==> src/rtl/serial_chunk_adder.sv <==
// serial_chunk_adder: multi-cycle add/sub, CHUNK bits per clock, LSB chunk first.
// Optional macro SERIAL_CHUNK_ADDER_TRISTATE_EN: Z floats when out_en=0 (else driven 0).
// Ports: clk, rst (async, active-high), start/sub/cin/a/b (request, sampled on start),
//        out_en (Z gate), busy, done (1-cycle pulse), Z (result), cout, ovf.
module serial_chunk_adder #(
    parameter int WIDTH = 32,
    parameter int CHUNK = 8
) (
    input  logic             clk,
    input  logic             rst,
    input  logic             start,
    input  logic             sub,
    input  logic             cin,
    input  logic [WIDTH-1:0] a,
    input  logic [WIDTH-1:0] b,
    input  logic             out_en,
    output logic             busy,
    output logic             done,
    output logic [WIDTH-1:0] Z,
    output logic             cout,
    output logic             ovf
);

    localparam int N  = WIDTH / CHUNK;
    localparam int CW = (N > 1) ? $clog2(N) : 1;
    localparam logic [CW-1:0] LAST = CW'(N - 1);

    localparam logic [1:0] S_IDLE = 2'd0;
    localparam logic [1:0] S_RUN  = 2'd1;
    localparam logic [1:0] S_DONE = 2'd2;

    logic [1:0]       state_q, state_d;
    logic [WIDTH-1:0] a_q, a_d;
    logic [WIDTH-1:0] b_q, b_d;
    logic             c_q, c_d;
    logic [CW-1:0]    cnt_q, cnt_d;
    logic [WIDTH-1:0] part_q, part_d;
    logic [WIDTH-1:0] res_q, res_d;
    logic             cout_q, cout_d;
    logic             ovf_q, ovf_d;
    logic             amsb_q, amsb_d;
    logic             bmsb_q, bmsb_d;

    logic [CHUNK:0]   sum;
    logic [WIDTH-1:0] part_nxt;

    // Operands shift right each chunk so the low CHUNK bits are always the
    // current chunk; sums enter the partial register from the top, so after
    // N chunks the partial register holds the full sum in place.
    assign sum = {1'b0, a_q[CHUNK-1:0]} + {1'b0, b_q[CHUNK-1:0]}
               + (CHUNK+1)'(c_q);
    assign part_nxt = (part_q >> CHUNK)
                    | (WIDTH'(sum[CHUNK-1:0]) << (WIDTH - CHUNK));

    always_comb begin
        state_d = state_q;
        a_d     = a_q;
        b_d     = b_q;
        c_d     = c_q;
        cnt_d   = cnt_q;
        part_d  = part_q;
        res_d   = res_q;
        cout_d  = cout_q;
        ovf_d   = ovf_q;
        amsb_d  = amsb_q;
        bmsb_d  = bmsb_q;
        case (state_q)
            S_RUN: begin
                a_d    = a_q >> CHUNK;
                b_d    = b_q >> CHUNK;
                c_d    = sum[CHUNK];
                part_d = part_nxt;
                cnt_d  = cnt_q + 1'b1;
                if (cnt_q == LAST) begin
                    state_d = S_DONE;
                    cnt_d   = '0;
                    res_d   = part_nxt;
                    cout_d  = sum[CHUNK];
                    ovf_d   = (amsb_q == bmsb_q)
                           && (part_nxt[WIDTH-1] != amsb_q);
                end
            end
            default: begin
                if (start) begin
                    state_d = S_RUN;
                    a_d     = a;
                    b_d     = b ^ {WIDTH{sub}};
                    c_d     = sub ? 1'b1 : cin;
                    cnt_d   = '0;
                    part_d  = '0;
                    amsb_d  = a[WIDTH-1];
                    bmsb_d  = b[WIDTH-1] ^ sub;
                end else if (state_q == S_DONE) begin
                    state_d = S_IDLE;
                end
            end
        endcase
    end

    always_ff @(posedge clk or posedge rst) begin
        if (rst) begin
            state_q <= S_IDLE;
            a_q     <= '0;
            b_q     <= '0;
            c_q     <= 1'b0;
            cnt_q   <= '0;
            part_q  <= '0;
            res_q   <= '0;
            cout_q  <= 1'b0;
            ovf_q   <= 1'b0;
            amsb_q  <= 1'b0;
            bmsb_q  <= 1'b0;
        end else begin
            state_q <= state_d;
            a_q     <= a_d;
            b_q     <= b_d;
            c_q     <= c_d;
            cnt_q   <= cnt_d;
            part_q  <= part_d;
            res_q   <= res_d;
            cout_q  <= cout_d;
            ovf_q   <= ovf_d;
            amsb_q  <= amsb_d;
            bmsb_q  <= bmsb_d;
        end
    end

    assign busy = (state_q == S_RUN);
    assign done = (state_q == S_DONE);
    assign cout = cout_q;
    assign ovf  = ovf_q;

`ifdef SERIAL_CHUNK_ADDER_TRISTATE_EN
    assign Z = out_en ? res_q : {WIDTH{1'bz}};
`else
    assign Z = out_en ? res_q : '0;
`endif

endmodule

==> config.mk <==
export PLATFORM = sky130hd
export DESIGN_NAME = serial_chunk_adder
export DESIGN_NICKNAME = d
export VERILOG_FILES = /design/src/rtl/serial_chunk_adder.sv
export SDC_FILE = /design/constraint.sdc
export NUM_CORES = 1
export LEC_CHECK = 0
export CORE_AREA = 8 8 127 129
export DETAILED_ROUTE_END_ITERATION = 8
export DIE_AREA = 0 0 135 137
export GPL_TIMING_DRIVEN = 0
export PLACE_DENSITY = 0.76
export SYNTH_ARGS = -nofsm -noshare
export SYNTH_HDL_FRONTEND = slang
export SYNTH_SLANG_ARGS = --single-unit
==> constraint.sdc <==
create_clock -name clk -period 4.15 [get_ports clk]
set_input_delay 0.83 -clock clk [delete_from_list [all_inputs] [get_ports clk]]
set_output_delay 0.83 -clock clk [all_outputs]
set_load 0.1 [all_outputs]
**Yosys cells after proc, flatten, opt, wreduce, memory -nomap -nowiden**

Index checks and enable logic that the tools add are counted.

- Register bits: 137
- Bits of input ports: 70
- Word-level logic and storage cells: 47

- Add/subtract/negate cells: 3
- Equality and inequality tests: 6
- Mux-type cells: 17
- Bitwise gates (word level): 4
- Reductions and logical operators: 6

Operator list:

| operator | number |
|---|---|
| $mux W32 | 7 |
| $or A24 B32 Y32 | 1 |
| $xor A32 B32 Y32 | 1 |
| $mux W2 | 7 |
| $add A8 B8 Y9 | 1 |
| $add A9 B1 Y9 | 1 |
| $reduce_and A2 Y1 | 3 |
| $eq A2 B2 Y1 const B | 2 |
| $mux W1 | 3 |
| $reduce_bool A3 Y1 | 1 |
| $add A2 B1 Y2 const B | 1 |
| $eq A2 B1 Y1 const B | 1 |
| $ne A2 B1 Y1 const B | 1 |
| $reduce_bool A2 Y1 | 1 |
| $eq A1 B1 Y1 | 1 |
| $logic_and A1 B1 Y1 | 1 |
| $ne A1 B1 Y1 | 1 |
| $not A1 Y1 | 1 |
| $xor A1 B1 Y1 | 1 |

**Longest topological paths before layout**

Gate-level depths: netlist (run 1).

- Word-level depth: 5
- Depth in mapped cells: 9
- Depth with buffers taken out: 9

**Least setup slack after synthesis (run 1)**

OpenSTA, ideal clock, no wires.

- Kind: input -> output
- Start point: in out_en
- End point: out Z[16]
- Arrival time: 1.790 ns
- Data required time: 3.320 ns
- Path slack: 1.530 ns
- Stages on the path: 2
- Buffers on the path: 1
- Path through: clkbuf_1 -> and2_1

- Longest elaborated chain between the ends: 1

RTL lines:

| element | RTL line | text |
|---|---|---|
| from (decl) | 16 | `input logic out_en,` |
| $mux W32 | 136 | `assign Z = out_en ? res_q : '0;` |
| to (decl) | 19 | `output logic [WIDTH-1:0] Z,` |

No other way between the ends.

**Worst setup path after layout (run 1)**

- Start point: in out_en
- End point: out Z[26]

Same word-level chain as after synthesis.

==> results of run 1 <==
kinds of logic after synthesis:
logic type,share of synthesized area [%]
and+or+nand+nor,16.63
adders and majority gates,2.260
muxes,9.705
DFF,52.06
buffers and inverters,3.652
xor gates and xnor gates,5.226
AOI/OAI and AO/OA,10.47
worst max-delay path, delay by kind of cell:
kind | cells | cell delay (ns)
buffers and inverters | 3 | 2.02
and+or+nand+nor | 1 | 0.20
power by group through the flow:
stage	clock (mW)	sequential (mW)	combinational [mW]
finish	1.57	2.13	2.64
global route	1.64	2.18	2.87
CTS	1.58	2.13	2.64
detailed placement	0	2.14	2.62
global placement	0	2.11	2.53
floorplan	0	2.03	1.96
area by class of cell:
cell class              instances  area (um2)
fillers                      1192        6055
plain buffers                  43       200.2
clock inverters                 9       155.1
multi-input cells             434        2746
well taps                     184       230.2
flip-flops and latches        129        3228
repair buffers                106        1091
clock buffers                  23       467.9
inverters                       7       30.03
registers in the layout, summed over array words and instances (netlist names):
| signal | flops |
|---|---|
| a_q | 32 |
| b_q | 32 |
| res_q | 32 |
| part_q | 24 |
| cnt_q | 2 |
| state_q | 2 |
| amsb_q | 1 |
| bmsb_q | 1 |
| c_q | 1 |
| cout | 1 |
| ovf | 1 |
path summary, 6_finish.rpt:
path	startpoint	to	slack (ns)	cells after the start
max reg2reg	a_q[0]	res_q[30]	1.87	9
min in group asynchronous	rst	res_q[20]	0.87	2
max	out_en	Z[26]	0.27	4
min reg2reg	b_q[15]	b_q[7]	0.48	2
min	b_q[15]	b_q[7]	0.48	2
max in group asynchronous	rst	b_q[13]	2.42	4
placed cells by master (no fill, tap or decap), drive strengths merged, types with 4 or more instances in the layout:
master	count
a211oi	8
dfrtp	129
clkdlybuf4s50	103
clkinv	4
xor2	4
and2	32
a21oi	4
nand2	123
xnor2	33
clkbuf	39
nor2	23
ha	8
bufinv	4
inv	6
nand2b	4
mux2i	32
o21ai	93
nand3b	25
buf	30
mux2	25
routing by layer:
layer / GRT usage [%] / share of wire, % / vias up
li1: - / - / 2311
met1: 21.19 / 43 / 2410
met2: 29.53 / 49 / 159
met3: 5.286 / 6.2 / 22
met4: 5.922 / 1.7 / 0
met5: 0 / 0 / -
==> run metrics, run 1 <==
Post-synth top cells dfrtp_1 (129), nand2_1 (122), o21ai_0 (92); synthesized area just over 6000 um2; CP max-delay cell clkdlybuf4s50_1; routability congestion estimate from global placement approximately 0.81; CP Cell Sequence clkdlybuf4s50_1 > clkbuf_1 > and2_1 > clkdlybuf4s50_1; area growth from synthesis to layout 31.42%; min Tclk post-route approximately 3.9 ns; number of flops mapped to enable cells by yosys 0; gr usage total between 10% and 20%; design area a little over 8000 um2; clk buf depth 2; count of input and output buffers between 100 and 150; fin worst setup slack roughly 0.27 ns; CTS buffer count 17; CP Data Arrival Time between 3 and 4 ns; largest net degree at the start of global routing 43; Die ar. around 18000 um2; Post-Layout Cell Count just over 900; Mapped Cells ~600; Req. time, crit path approximately 3.3 ns; Worst Hold Class reg -> reg; Int Power between 3 and 4 mW; Post-layout nets 818; vias slightly below 5000; Rows between 40 and 50; clk_lat worst skew ~0.4 ns; Synth cell types 39; top cell type's share of synthesized area between 50 and 60%; leakage between 3 and 4 nW; relative slew slack a little over a third; Clock Power Share between 20 and 25%; initial antenna violation count 0; I/O Pins between 100 and 150; post-synth top area cell dfrtp_1; layout cells sized above 1 between 10% and 20%; Synth Flop Type dfrtp_1; Area after DPL roughly 7500 um2; most numerous cell in the Yosys netlist dfrtp_1; most used cell, CP clkdlybuf4s50_1; register bit total from synthesis 129; die height between 100 and 150 um; switching power 2.632 mW; kind of critical path in -> out; Comb power frac 41.6%; total power between 6 and 7 mW; wirelength, routed between 15000 and 20000 um; DIE WIDTH about 140 um; Core Area between 10000 and 15000 um2; CTS tree done; clock sink count between 100 and 150; Net Count, Synth approximately 690; Final setup viols 0; yosys warns 0; Root Buffer clkbuf_16; leading post-synthesis cells by cell area dfrtp_1 (52%), o21ai_0 (7.4%), nand2_1 (7.4%); Peak VDD IR between 0.3 and 0.4 mV; clk_skew between 0.007 and 0.008 ns; P per Cell Area 777.7 nW/um2; Mean Syn Cell Area just over 10 um2; Sw Ratio between 40% and 50%; status finished, final reports clean; Reg power frac about a third; maximum clock frequency 257.8 MHz; pre-CTS WS 0.2491 ns; vias in the first global route between 5000 and 6000; # Post-CTS Setup Buffers 0; clk slew on worst S/H paths around 0.05 ns; max cap viols 0; Slew Viols, Final 0; hold_buf cts 0; Fin. Hold Viols 0; Detail Route Antenna Nets 0; DR pass1 iterations 7; critical-path maximum fanout 10; Worst setup EP type output port; DRT iter0 DRCs 317; unrepaired setup endpoints after global routing false; Worst Tran Pin Value between 0.9 and 1 ns; sequential fraction of the synthesis area approximately 52%; HPWL after DPL roughly 12000 um; setup TNS 0 ns; routed length per instance around 17 um; ANT cells 0; initial core utilization between 40% and 50%; Post-synth ARST share 100.0%; CTS resizes 0; Cell Count Post-Placement around 900; GRT overflow 0; Finished Core Util 57.37%; Tcrit/Tclk final around 93%; vias per inst ~5.2; number of remaining DRC errors 0; Critical Path Source Type input pin; slowest stage delay, CP roughly 1.1 ns; Fin Hold WS roughly 0.48 ns; global-route wire length before repair approximately 26000 um; H-tree lvl count 4
Power figures use the tool's default switching activity.
==> run 2: changes to the inputs <==
Settings changed: GPL_ROUTABILITY_DRIVEN set to 1.
==> results of run 2 <==
Same layout as run 1: the final DEF is identical, and so are final timing and power.
